==> config.mk <==
export PLATFORM = sky130hd
export DESIGN_NAME = iir_filter_stream
export DESIGN_NICKNAME = d
export VERILOG_FILES = /design/src/rtl/filter_pkg.sv /design/src/rtl/iir_lp_stage.sv /design/src/rtl/iir_filter_stream.sv
export SDC_FILE = /design/constraint.sdc
export NUM_CORES = 1
export LEC_CHECK = 0
export CAP_MARGIN = 20
export CORE_UTILIZATION = 41
export DETAILED_ROUTE_END_ITERATION = 8
export SLEW_MARGIN = 0
export SYNTH_ARGS = -nofsm -noshare
export SYNTH_HDL_FRONTEND = slang
export SYNTH_SLANG_ARGS = --single-unit
==> constraint.sdc <==
create_clock -name clk -period 21.3 [get_ports clk]
set_clock_uncertainty 0.05 [all_clocks]
set_input_delay 3.195 -clock clk [delete_from_list [all_inputs] [get_ports clk]]
set_output_delay 3.195 -clock clk [all_outputs]
set_load 0.02 [all_outputs]
==> src/rtl/filter_pkg.sv <==
// Shared types and helpers for the streaming IIR filter.
// Holds filter/FSM enums and a width-parametrised saturate function.
package filter_pkg;

  typedef enum logic [1:0] {
    LP = 2'd0,
    HP = 2'd1,
    BP = 2'd2,
    BS = 2'd3
  } filter_mode_t;

  typedef enum logic [1:0] {
    IDLE = 2'd0,
    CALC = 2'd1,
    OUT  = 2'd2
  } filt_state_t;

  // Clamp v into the signed range of a w-bit word.
  function automatic logic signed [31:0] saturate(
    input logic signed [31:0] v,
    input int unsigned        w
  );
    logic signed [31:0] hi;
    logic signed [31:0] lo;
    hi = (32'sd1 <<< (w - 1)) - 32'sd1;
    lo = -(32'sd1 <<< (w - 1));
    if (v > hi)
      return hi;
    else if (v < lo)
      return lo;
    else
      return v;
  endfunction

endpackage

==> src/rtl/iir_lp_stage.sv <==
// Combinational single-pole update: lp = sat(y + ((a*(x-y)) >>> COEF_W)).
// Ports: y state, x sample, a coefficient in, lp result and sat flag out.
module iir_lp_stage
  import filter_pkg::*;
#(
  parameter int DATA_W = 12,
  parameter int COEF_W = 12
) (
  input  logic signed [DATA_W-1:0] y,
  input  logic signed [DATA_W-1:0] x,
  input  logic        [COEF_W-1:0] a,
  output logic signed [DATA_W-1:0] lp,
  output logic                     sat
);

  localparam int DW1 = DATA_W + 1;
  localparam int PW  = DATA_W + COEF_W + 2;

  logic signed [DW1-1:0] diff;
  logic signed [PW-1:0]  prod;
  logic signed [PW-1:0]  step;
  logic signed [31:0]    sum;
  logic signed [31:0]    res;

  always_comb begin
    diff = DW1'(x) - DW1'(y);
    prod = PW'($signed({1'b0, a})) * PW'(diff);
    // Arithmetic shift floors toward minus infinity.
    step = prod >>> COEF_W;
    // Shifted step fits in DATA_W+1 bits, so the narrowing is lossless.
    sum  = 32'(y) + 32'(step);
    res  = saturate(sum, DATA_W);
    lp   = DATA_W'(res);
    sat  = (res != sum);
  end

endmodule

==> src/rtl/iir_filter_stream.sv <==
// Streaming multi-channel first-order IIR filter (LP/HP/BP/BS), one
// sample per handshake; IDLE -> CALC -> OUT per sample.
// Ports: clk, rst (sync, high); mode/alpha_lo/alpha_hi/clear controls;
// s_valid/s_ready/s_data/s_chan in; m_valid/m_ready/m_data/m_chan out.
// Define IIR_FILTER_SAT_CNT_EN to add the sat_cnt[15:0] output.
module iir_filter_stream
  import filter_pkg::*;
#(
  parameter int DATA_W   = 12,
  parameter int COEF_W   = 12,
  parameter int CHANNELS = 2,
  localparam int CH_W    = (CHANNELS > 1) ? $clog2(CHANNELS) : 1
) (
  input  logic                     clk,
  input  logic                     rst,
  input  logic [1:0]               mode,
  input  logic [COEF_W-1:0]        alpha_lo,
  input  logic [COEF_W-1:0]        alpha_hi,
  input  logic                     clear,
  input  logic                     s_valid,
  output logic                     s_ready,
  input  logic signed [DATA_W-1:0] s_data,
  input  logic [CH_W-1:0]          s_chan,
  output logic                     m_valid,
  input  logic                     m_ready,
  output logic signed [DATA_W-1:0] m_data,
`ifdef IIR_FILTER_SAT_CNT_EN
  output logic [15:0]              sat_cnt,
`endif
  output logic [CH_W-1:0]          m_chan
);

  filt_state_t state;
  filt_state_t state_nx;

  logic signed [DATA_W-1:0] lp_lo [CHANNELS];
  logic signed [DATA_W-1:0] lp_hi [CHANNELS];

  logic signed [DATA_W-1:0] x_q;
  logic [CH_W-1:0]          ch_q;
  filter_mode_t             mode_q;
  logic [COEF_W-1:0]        alo_q;
  logic [COEF_W-1:0]        ahi_q;

  logic                     accept;
  logic                     ch_ok;
  logic [CH_W-1:0]          ch_idx;
  logic signed [DATA_W-1:0] y_lo;
  logic signed [DATA_W-1:0] y_hi;
  logic signed [DATA_W-1:0] lo;
  logic signed [DATA_W-1:0] hi;
  logic signed [DATA_W-1:0] res;
  logic                     sat_lo;
  logic                     sat_hi;
  logic                     sat_res;
  logic signed [31:0]       raw;
  logic signed [31:0]       rsat;

  assign accept = (state == IDLE) && s_valid;
  assign ch_ok  = 32'(ch_q) < CHANNELS;
  // Out-of-range channels read a harmless index and never write back.
  assign ch_idx = ch_ok ? ch_q : '0;
  assign y_lo   = lp_lo[ch_idx];
  assign y_hi   = lp_hi[ch_idx];

  iir_lp_stage #(
    .DATA_W(DATA_W),
    .COEF_W(COEF_W)
  ) u_lo (
    .y  (y_lo),
    .x  (x_q),
    .a  (alo_q),
    .lp (lo),
    .sat(sat_lo)
  );

  iir_lp_stage #(
    .DATA_W(DATA_W),
    .COEF_W(COEF_W)
  ) u_hi (
    .y  (y_hi),
    .x  (x_q),
    .a  (ahi_q),
    .lp (hi),
    .sat(sat_hi)
  );

  // Wide integer math keeps every intermediate free of wrap.
  always_comb begin
    raw = 32'(lo);
    unique case (mode_q)
      LP: raw = 32'(lo);
      HP: raw = 32'(x_q) - 32'(lo);
      BP: raw = 32'(hi) - 32'(lo);
      BS: raw = 32'(x_q) - (32'(hi) - 32'(lo));
      default: raw = 32'(lo);
    endcase
    rsat    = saturate(raw, DATA_W);
    res     = DATA_W'(rsat);
    sat_res = (rsat != raw);
  end

  always_comb begin
    state_nx = state;
    s_ready  = 1'b0;
    m_valid  = 1'b0;
    unique case (state)
      IDLE: begin
        s_ready = 1'b1;
        if (s_valid)
          state_nx = CALC;
      end
      CALC: state_nx = ch_ok ? OUT : IDLE;
      OUT: begin
        m_valid = 1'b1;
        if (m_ready)
          state_nx = IDLE;
      end
      default: state_nx = IDLE;
    endcase
  end

  always_ff @(posedge clk) begin
    if (rst) begin
      state  <= IDLE;
      m_data <= '0;
      m_chan <= '0;
      x_q    <= '0;
      ch_q   <= '0;
      mode_q <= LP;
      alo_q  <= '0;
      ahi_q  <= '0;
      for (int c = 0; c < CHANNELS; c++) begin
        lp_lo[c] <= '0;
        lp_hi[c] <= '0;
      end
    end else begin
      state <= state_nx;
      if (state == IDLE && clear) begin
        for (int c = 0; c < CHANNELS; c++) begin
          lp_lo[c] <= '0;
          lp_hi[c] <= '0;
        end
      end
      if (accept) begin
        x_q    <= s_data;
        ch_q   <= s_chan;
        mode_q <= filter_mode_t'(mode);
        alo_q  <= alpha_lo;
        ahi_q  <= alpha_hi;
      end
      if (state == CALC && ch_ok) begin
        lp_lo[ch_idx] <= lo;
        lp_hi[ch_idx] <= hi;
        m_data        <= res;
        m_chan        <= ch_q;
      end
    end
  end

`ifdef IIR_FILTER_SAT_CNT_EN
  logic sat_any;
  assign sat_any = sat_lo | sat_hi | sat_res;

  always_ff @(posedge clk) begin
    if (rst)
      sat_cnt <= '0;
    else if (state == IDLE && clear)
      sat_cnt <= '0;
    else if (state == CALC && ch_ok && sat_any && sat_cnt != 16'hFFFF)
      sat_cnt <= sat_cnt + 16'd1;
  end
`else
  logic sat_unused;
  assign sat_unused = sat_lo | sat_hi | sat_res;
`endif

endmodule

Yosys cells after proc, flatten, opt, wreduce, memory -nomap -nowiden --
Memory sizes are Yosys's and may differ from the RTL's. A register that Yosys moved wholly into a read port is not among the register bits. Cells that the tools add are included.
Word-level totals: register bits after elaboration 54, memory bits (writable) 48, input bits 44, output and inout port bits 15, memories kept 2
Memories:
- lp_hi | words 2, width 12, read ports 1, clocked after memory_dff 1, write ports 2, RTL line iir_filter_stream.sv:37 | logic signed [DATA_W-1:0] lp_hi [CHANNELS];
- lp_lo | words 2, width 12, read ports 1, clocked after memory_dff 1, write ports 2, RTL line iir_filter_stream.sv:36 | logic signed [DATA_W-1:0] lp_lo [CHANNELS];
Cells by class: $add $sub $neg 7, multiply operators 2, order comparisons 6, eq/ne operators 7, muxes and demuxes 34, bitwise logic cells 4, reduce and logical (&&, ||, !) cells 7
Operator list (count):
- 12-bit 2-to-1 mux | 12
- 32-bit case mux with 4 select lines | 1
- 13-bit by 13-bit multiplier with 26-bit output | 2
- 12-bit by 12-bit subtractor with 13-bit output | 4
- 32-bit by 12-bit > comparator with 1-bit output, second input constant | 1
- 32-bit by 12-bit < comparator with 1-bit output, second input constant | 1
- 12-bit by 14-bit adder with 15-bit output | 2
- 15-bit by 12-bit > comparator with 1-bit output, second input constant | 2
- 15-bit by 12-bit < comparator with 1-bit output, second input constant | 2
- 12-bit OR reduction | 2
- 1-bit 2-to-1 mux | 18
- 12-bit by 13-bit subtractor with 14-bit output | 1
- 2-bit equality test, second input constant | 3
- 2-bit case mux with 3 select lines | 1
- 2-bit by 1-bit equality test with 1-bit output, second input constant | 2
- 2-bit logical NOT | 2
- 2-bit 2-to-1 mux | 2
- 2-bit inequality test, second input constant | 2
- 1-bit OR | 4
- 1-bit logical AND | 2
- 2-bit AND reduction | 1

Depth between registers and ports, before layout --
Gate-level depths: netlist (run 1).
word-level depth 12, depth in mapped cells 69, depth with buffers taken out 65

Cells and area by module --
From an unflattened synthesis (run 1), not the netlist that was laid out.
Second synthesis, totals: cells, all modules 2261, area, all modules 19422.4 um2
Modules (own cells, without submodules):
- iir_lp_stage at u_hi | instances 1, cells each 801, area each 6705.2 um2, seq. area each 0.0 um2
- iir_lp_stage at u_lo | instances 1, cells each 796, area each 6640.1 um2, seq. area each 0.0 um2
- iir_filter_stream | instances 1, cells each 664, area each 6077.1 um2, seq. area each 2542.4 um2

Worst setup path before layout (run 1) --
Ideal clock, no wire load.
kind register -> register, from register with a tool-made name, to register m_data[6], data arrival time 14784 ps, data required time 21111 ps, path slack 6327 ps, cell stages (with the launch flop) 66, path buffers 4, cells stage by stage dfxtp_1 -> clkbuf_1 -> clkbuf_1 -> mux2i_1 -> ha_1 -> nor2b_1 -> o21ai_0 -> nand2b_1 -> a21o_1 -> a21o_1 -> a21o_1 -> a21oi_1 -> nor2b_1 -> o21a_1 -> nor2_1 -> o21ai_0 -> a21oi_1 -> xnor2_1 -> (+30 left out) -> xnor2_1 -> xor2_1 -> ha_1 -> a21o_1 -> a21oi_1 -> o21ai_0 -> a21oi_1 -> nor2b_1 -> o21a_1 -> o21a_1 -> o21ai_0 -> a21oi_1 -> xor2_1 -> and3_1 -> or3_1 -> a211oi_2 -> buf_6 -> o32ai_2
RTL lines:
- to (signal assigned) | RTL line iir_filter_stream.sv:155 | m_data <= res;
- to (decl) | RTL line iir_filter_stream.sv:26 | output logic signed [DATA_W-1:0] m_data,

==> results.yml, run 1 <==
status:
  outcome: "finished, final reports clean"
finish:
  multi_input_area_mm2: 0.0149
  regArea_mm2: 0.00254
  area_growth_pct: 8.15
  layoutNonFillerInstCount: 2791
  fillers: 4470
  drive_gt1_frac: 0.0507
  layout.nets: 2721
route:
  drt_iter0_markers: 713
  wirelength_um: 48900
  route.detailed.drc: 0
  vias: 14900
  first_pass_iters: 5
  avgRoutedWirePerCell_um: 17.5
  drtAntennaViolNets: 0
  vias_per_cell: 5.34
placement:
  place_congestion: 0.886
  hpwl_um: 38700
  port_buffers: 58
  dp_cells: 2770
timing:
  fin_crit_sh: 0.802
  hold_viol: 0
  grt_setup_unrepaired: "false"
  setup_viol: 0
  period_minus_slack_ns: 17.08
  worstMarginPinSlew_ns: 1.11
  max_freq_ghz: 0.0586
  setup_tns_ns: 0
  max-slew-margin-rel: 0.256
  slew_violations: 0
synth:
  ys.flop_type: "dfxtp_1"
  syn-cell-area_mm2: 0.0190
  synth-seq-cells: 103
  synth.top_cell.area_share: 0.237
  synthMostInstantiatedCell: "inv_1"
  synth_warnings: 0
  ys_async_sr_fraction: 0
  synthMuxAreaShare: 0.0198
  synth-seq-area-share: 0.134
  synth_top_family_by_area: "adder cells"
  synth_top_area_cell: "fa_1"
  syn_avg_cell_area_um2: 8.75
  synth_commonest_cells: "315 x inv_1, 270 x nand2_1, 268 x ha_1"
  synth_fa_ha_area_frac: 0.413
  netlist_top_cells_area: "fa_1 24%, ha_1 18%, edfxtp_1 7.6%"
  synth-xor-area-share: 0.0447
  syn_inst: 2176
  synth_nets: 2713
  synth_cell_types: 89
  synth-simple-area-share: 0.177
  synth_compound_area_frac: 0.130
  synth_edf_count: 48
setup_path:
  start_kind: "flip-flop"
  r2r_end: "m_data[10]"
  max_stage_delay_ns: 0.87
  cp_max_fo: 24
  r2r_setup_slack_ns: 4.22
  crit_type: "reg -> reg"
  arrival_ns: 17.27
  slowest_stage: "a211oi_2"
  r2r_cells: 63
  critPathCaptureType: "flip-flop"
  crit_end: "m_data[10]"
  crit_required_ns: 21.49
clocking:
  cts_setup_buffers: 0
  htreeDepth: 3
  cts_sinks: 103
  cts_resized: 0
  path_clk_slew_ns: 0.08
  cts_root_buffer: "clkbuf_16"
  tritoncts: "done"
  clockBufferDepth: 2
  hold_buffers: 0
  worstSkewPairLatency_ns: 0.39
  numCtsBuffers: 9
floorplanning:
  die_area_mm2: 0.0473
  die_h_um: 217
  core_area_mm2: 0.0456
  start_util: 0.418
  fp-row-count: 78
  dieWidth_um: 217
  io_pins: 59
global_route:
  grt_antenna_before_repair: 3
  grt_pass1_wl_um: 81100
  globalRouteOverflowTotal: 0
  grt_max_degree: 68
  grt_pass1_vias: 15500
  grt_use_total: 0.219
worst_hold_path:
  worst_hold_path_type: "reg -> reg"
job:
  drv_cap: 0
==> sequential cells by signal, indices dropped and copies added, names as in the netlist, named ones only <==
name    flops
lp_hi      24
lp_lo      24
ahi_q      12
alo_q      12
m_data     12
x_q        12
mode_q      2
state       2
ch_idx      1
m_chan      1
==> kinds of logic (layout without fill, tap and decap cells) <==
kind of cell,count (synthesis),after routing
simple gates,704,704
fa+ha+maj,494,494
buf+inv,409,422
compound gates,340,340
flops,103,103
xor+xnor,95,95
mux,31,31
other cells,0,2
==> cells in the final DEF (no fill, tap or decap), drive strengths merged, types with 48 or more instances in the layout <==
| cell | count |
|---|---|
| a21oi | 111 |
| and2 | 97 |
| clkdlybuf4s50 | 57 |
| dfxtp | 55 |
| edfxtp | 48 |
| fa | 225 |
| ha | 268 |
| inv | 317 |
| nand2 | 270 |
| nor2 | 146 |
| nor2b | 53 |
| o21ai | 52 |
| xnor2 | 56 |
==> final cells by class <==
| type | count | area share |
|---|---|---|
| timing repair buffer | 91 | 0.0419 |
| sequential | 103 | 0.124 |
| clock buffer | 12 | 0.0130 |
| tap | 600 | 0.0365 |
| inverter | 315 | 0.0574 |
| antenna | 2 | 0.000243 |
| multi-input combinational | 1664 | 0.726 |
| clock inverter | 4 | 0.00170 |
==> worst max-delay path: cells and delay by family, from the launching register on <==
| kind | cells | cell delay, ns |
|---|---|---|
| simple gates | 10 | 1.47 |
| compound gates | 31 | 8.23 |
| buf+inv | 5 | 0.76 |
| fa+ha+maj | 13 | 5.18 |
| mux | 1 | 0.28 |
| xor+xnor | 3 | 0.63 |
| flops | 1 | 0.31 |
==> worst min-delay path by stage <==
stage	from	to	slack, ns	cells after the start
after global routing	m_chan	m_chan	0.46	2
after global placement	x_q[0]	x_q[0]	0.40	2
after detailed placement	m_chan	m_chan	0.40	2
after CTS	x_q[0]	x_q[0]	0.42	2
after floorplan	x_q[0]	x_q[0]	0.39	2
final	m_chan	m_chan	0.42	2
==> per-stage QoR <==
step	cell area (um^2)	worst slack, ns	utilization	hold slack [ns]
finish	20600	4.22	0.452	0.416
CTS	20500	4.26	0.451	0.420
detailed placement	20200	4.29	0.444	0.404
floorplan	19000	6.33	-	0.386
global placement	20200	4.79	0.443	0.396
global route	20600	2.92	0.452	0.459
==> per-layer routing <==
metal  routed length, um  global-route usage  up-vias
met1               21900               0.293     7329
met5                   0                   0        -
met2               22800               0.364      357
li1                    -                   -     7163
met4                1150              0.0624        0
met3                2940              0.0332       60
Power of run 1 is left out: the tool's default activity adds up to more than one toggle a clock period on the data nets, which glitch-free logic cannot reach.
==> inputs of run 2 (changes only) <==
Clock period 21.3 ns to 16.45 ns, I/O delays scaled along.
==> run 2 against run 1 <==
Fmax rose by 10%; cell count rose by 0.47%; non-clock buffer count rose by 15; global-route usage barely moved; wire length rose by 1.1%; die area did not move; critical endpoint is now m_data[2]; setup slack got worse by 3.3 ns; first-iteration DRC count rose by 33%; flip-flop and latch count did not move.
==> results.yml, run 2 (synthesis results as in run 1) <==
status:
  outcome: "finished, final reports clean"
setup_path:
  arrival_ns: 15.71
  r2r_cells: 63
  crit_top_cell: "o21ai_0"
  start_kind: "flip-flop"
  crit_required_ns: 16.64
  cp_max_fo: 14
  critPathCaptureType: "flip-flop"
  max_stage_delay_ns: 0.55
  slowest_stage: "fa_1"
  r2r_setup_slack_ns: 0.92
  crit_type: "reg -> reg"
  r2r_end: "m_data[2]"
clocking:
  tritoncts: "done"
  clockBufferDepth: 2
  worstSkewPairLatency_ns: 0.40
  numCtsBuffers: 9
  path_clk_slew_ns: 0.08
  htreeDepth: 3
  cts_sinks: 103
  cts_root_buffer: "clkbuf_16"
placement:
  port_buffers: 58
  hpwl_um: 38400
  preCtsSetupSlack_ns: 0.104
  place_congestion: 0.903
timing:
  setup_viol: 0
  max_freq_ghz: 0.0644
  fin_crit_sh: 0.944
  worstMarginPinSlew_ns: 1.08
  setup_slack_ns: 0.924
  period_minus_slack_ns: 15.53
  hold_viol: 0
  slew_violations: 0
  max-slew-margin-rel: 0.281
route:
  route.detailed.drc: 0
  vias_per_cell: 5.31
  vias: 14900
  drtAntennaViolNets: 0
  first_pass_iters: 5
  wirelength_um: 49400
  avgRoutedWirePerCell_um: 17.6
  drt_iter0_markers: 950
floorplanning:
  io_pins: 59
  start_util: 0.418
  core_area_mm2: 0.0456
  die_area_mm2: 0.0473
  fp-row-count: 78
  dieWidth_um: 217
  die_h_um: 217
job:
  drv_cap: 0
finish:
  regArea_mm2: 0.00254
  area_growth_pct: 8.61
  final_cell_mix: "316 x inv_1, 269 x nand2_1, 268 x ha_1"
  drive_gt1_frac: 0.0581
  reg_top3: "lp_hi: 24 flops, lp_lo: 24 flops"
  layout.nets: 2736
  final_common_cell: "inv_1"
  multi_input_area_mm2: 0.0150
  diodes: 0
  fillers: 4405
global_route:
  globalRouteOverflowTotal: 0
  grt_max_degree: 68
  grt_pass1_wl_um: 80800
  grt_use_total: 0.219
  grt_pass1_vias: 15100
  grt_antenna_before_repair: 3
worst_hold_path:
  min_path_cells: 2
  min_to: "m_chan"
  hp-start: "m_chan"
  worst_hold_path_type: "reg -> reg"
## run 2: cell types whose count changed in the layout (fill, tap and decap cells not counted), sizes merged
| cell | delta |
|---|---|
| buf | +15 |
| inv | +3 |
| clkbuf | -2 |
| diode | -2 |
| clkinvlp | -1 |
## run 2: critical path, delay by kind of cell (launching register included)
family	cells	cell delay [ns]
compound gates	31	6.55
xor+xnor	3	0.60
fa+ha+maj	12	5.04
buf+inv	6	0.80
flops	1	0.37
mux	1	0.30
simple gates	10	1.64
## run 2: worst max-delay path by stage
stage / from / endpoint / slack, ns
floorplan: flip-flop / m_data[6] / 1.48
global placement: flip-flop / m_data[10] / 0.43
detailed placement: flip-flop / m_data[10] / 0.10
CTS: flip-flop / m_data[10] / 0.01
global route: flip-flop / m_data[6] / -0.004
finish: flip-flop / m_data[2] / 0.92
## run 2: metal layers
| metal | GRT usage | wire [um] | vias to the layer above |
|---|---|---|---|
| li1 | - | - | 7175 |
| met2 | 0.359 | 22400 | 363 |
| met1 | 0.300 | 23200 | 7294 |
| met3 | 0.0344 | 2640 | 68 |
| met5 | 0 | 13 | - |
| met4 | 0.0559 | 1110 | 2 |
## run 2: final cells by class
type,instances,share of cell area
well taps,600,0.0363
clock inverters,6,0.00212
flip-flops and latches,103,0.123
inverters,315,0.0572
multi-input cells,1664,0.724
repair buffers,106,0.0459
clock buffers,10,0.0111
## run 2: per-stage QoR
stage          hold slack, ns  instances  cell area [um^2]   util  setup TNS (ns)
6_report                0.415       2804             20700  0.454               0
3_3_place_gp            0.398       2784             20300  0.446               0
3_5_place_dp            0.405       2784             20300  0.446               0
4_1_cts                 0.420       2800             20600  0.452               0
2_1_floorplan           0.386       2176             19000      -               0
5_1_grt                 0.452       2804             20700  0.454        -0.00961
## run 2: timing repair
action / in CTS / in global routing
gates resized for setup: 0 / 5
endpoints found under the setup margin: 0 / 12
hold buffers: 0 / 0
buffers inserted: 0 / 2
hold endpoints to repair: 0 / 0
Power of run 2 is left out for the same reason.
==> inputs of run 3 (changes only) <==
Settings changed: CAP_MARGIN 20 to not set.
==> run 3 against run 2 <==
Die area unchanged; critical endpoint unchanged; utilization barely moved; final area barely moved; global-route usage unchanged.
==> results.yml, run 3 (synthesis results as in run 1) <==
status:
  outcome: "finished, final reports clean"
route:
  first_pass_iters: 5
  vias_per_cell: 5.32
  route.detailed.drc: 0
  drtAntennaViolNets: 0
  wirelength_um: 49500
  vias: 14900
  drt_iter0_markers: 1037
  avgRoutedWirePerCell_um: 17.7
floorplanning:
  core_area_mm2: 0.0456
  die_area_mm2: 0.0473
  die_h_um: 217
  dieWidth_um: 217
  start_util: 0.418
  io_pins: 59
  fp-row-count: 78
global_route:
  grt_antenna_before_repair: 3
  grt_pass1_vias: 15100
  globalRouteOverflowTotal: 0
  grt_pass1_wl_um: 80800
  grt_max_degree: 68
  grt_use_total: 0.219
clocking:
  htreeDepth: 3
  clockBufferDepth: 2
  worstSkewPairLatency_ns: 0.40
  tritoncts: "done"
  numCtsBuffers: 9
  path_clk_slew_ns: 0.08
  cts_root_buffer: "clkbuf_16"
  hold_buffers: 0
  cts_sinks: 103
placement:
  dp_cells: 2784
  hpwl_um: 38400
  place_congestion: 0.903
  port_buffers: 58
setup_path:
  crit_required_ns: 16.64
  slowest_stage: "fa_1"
  crit_type: "reg -> reg"
  r2r_end: "m_data[2]"
  cp_max_fo: 14
  max_stage_delay_ns: 0.55
  r2r_cells: 63
  crit_top_cell: "o21ai_0"
  critPathCaptureType: "flip-flop"
  r2r_setup_slack_ns: 0.90
  arrival_ns: 15.74
  start_kind: "flip-flop"
finish:
  drive_gt1_frac: 0.0581
  final_common_cell: "inv_1"
  area_growth_pct: 8.59
  layout.nets: 2734
  layoutNonFillerInstCount: 2802
  fillers: 4405
  diodes: 0
  final_cell_mix: "316 x inv_1, 269 x nand2_1, 268 x ha_1"
  reg_top3: "lp_hi: 24 flops, lp_lo: 24 flops"
worst_hold_path:
  min_path_cells: 2
  min_to: "m_chan"
  worst_hold_path_type: "reg -> reg"
  hp-start: "m_chan"
timing:
  max-slew-margin-rel: 0.252
  grt_setup_unrepaired: "false"
  period_minus_slack_ns: 15.55
  setup_viol: 0
  hold_ws_ns: 0.414
  setup_tns_ns: 0
  hold_viol: 0
  max_freq_ghz: 0.0643
  fin_crit_sh: 0.946
  slew_violations: 0
  worstMarginPinSlew_ns: 1.12
job:
  drv_cap: 0
run 3: cell count changes in the layout (fill, tap and decap cells not counted):
cell     previous run  this run
xnor2_2             1         2
buf_4              47        45
mux2i_1            23        22
mux2i_2             0         1
xnor2_1            54        53
run 3: metrics by stage:
stage               worst slack, ns  utilization  instance area (um^2)
finish                        0.896        0.453                 20700
global route                 0.0109        0.453                 20700
CTS                          0.0119        0.452                 20600
detailed placement            0.104        0.446                 20300
global placement              0.429        0.446                 20300
floorplan                      1.48            -                 19000
run 3: timing repair:
action,in CTS,in global routing
hold endpoints to repair,0,0
endpoints found under the setup margin,0,12
setup buffers,0,2
resized for setup,0,7
run 3: worst max path at each step:
stage | from | cells after the start | endpoint | slack [ns]
3_5_place_dp | flip-flop | 63 | m_data[10] | 0.10
5_1_grt | flip-flop | 66 | m_data[6] | 0.01
6_report | flip-flop | 63 | m_data[2] | 0.90
2_1_floorplan | flip-flop | 65 | m_data[6] | 1.48
3_3_place_gp | flip-flop | 63 | m_data[10] | 0.43
4_1_cts | flip-flop | 63 | m_data[10] | 0.01
run 3: final cells by class:
type	instances	area (um^2)	share of cell area
multi-input combinational	1664	15000	0.725
sequential	103	2540	0.123
inverter	315	1180	0.0572
timing repair buffer	104	933	0.0452
tap	600	751	0.0363
clock buffer	10	229	0.0111
clock inverter	6	43.8	0.00212
run 3: worst max-delay path, delay by kind of cell (launching register included):
kind / cells / cell delay [ns]
buf+inv: 6 / 0.81
compound gates: 31 / 6.56
simple gates: 10 / 1.63
fa+ha+maj: 12 / 5.04
mux: 1 / 0.32
xor+xnor: 3 / 0.60
flops: 1 / 0.37
run 3: per-layer routing:
metal  wire, um  up-vias  share of wire  GRT usage
li1           -     7176              -          -
met5         13        -        0.00026          0
met3       2750       64          0.056     0.0344
met1      23000     7329           0.47      0.300
met4       1090        2          0.022     0.0559
met2      22600      332           0.46      0.359
Power of run 3 is left out for the same reason.
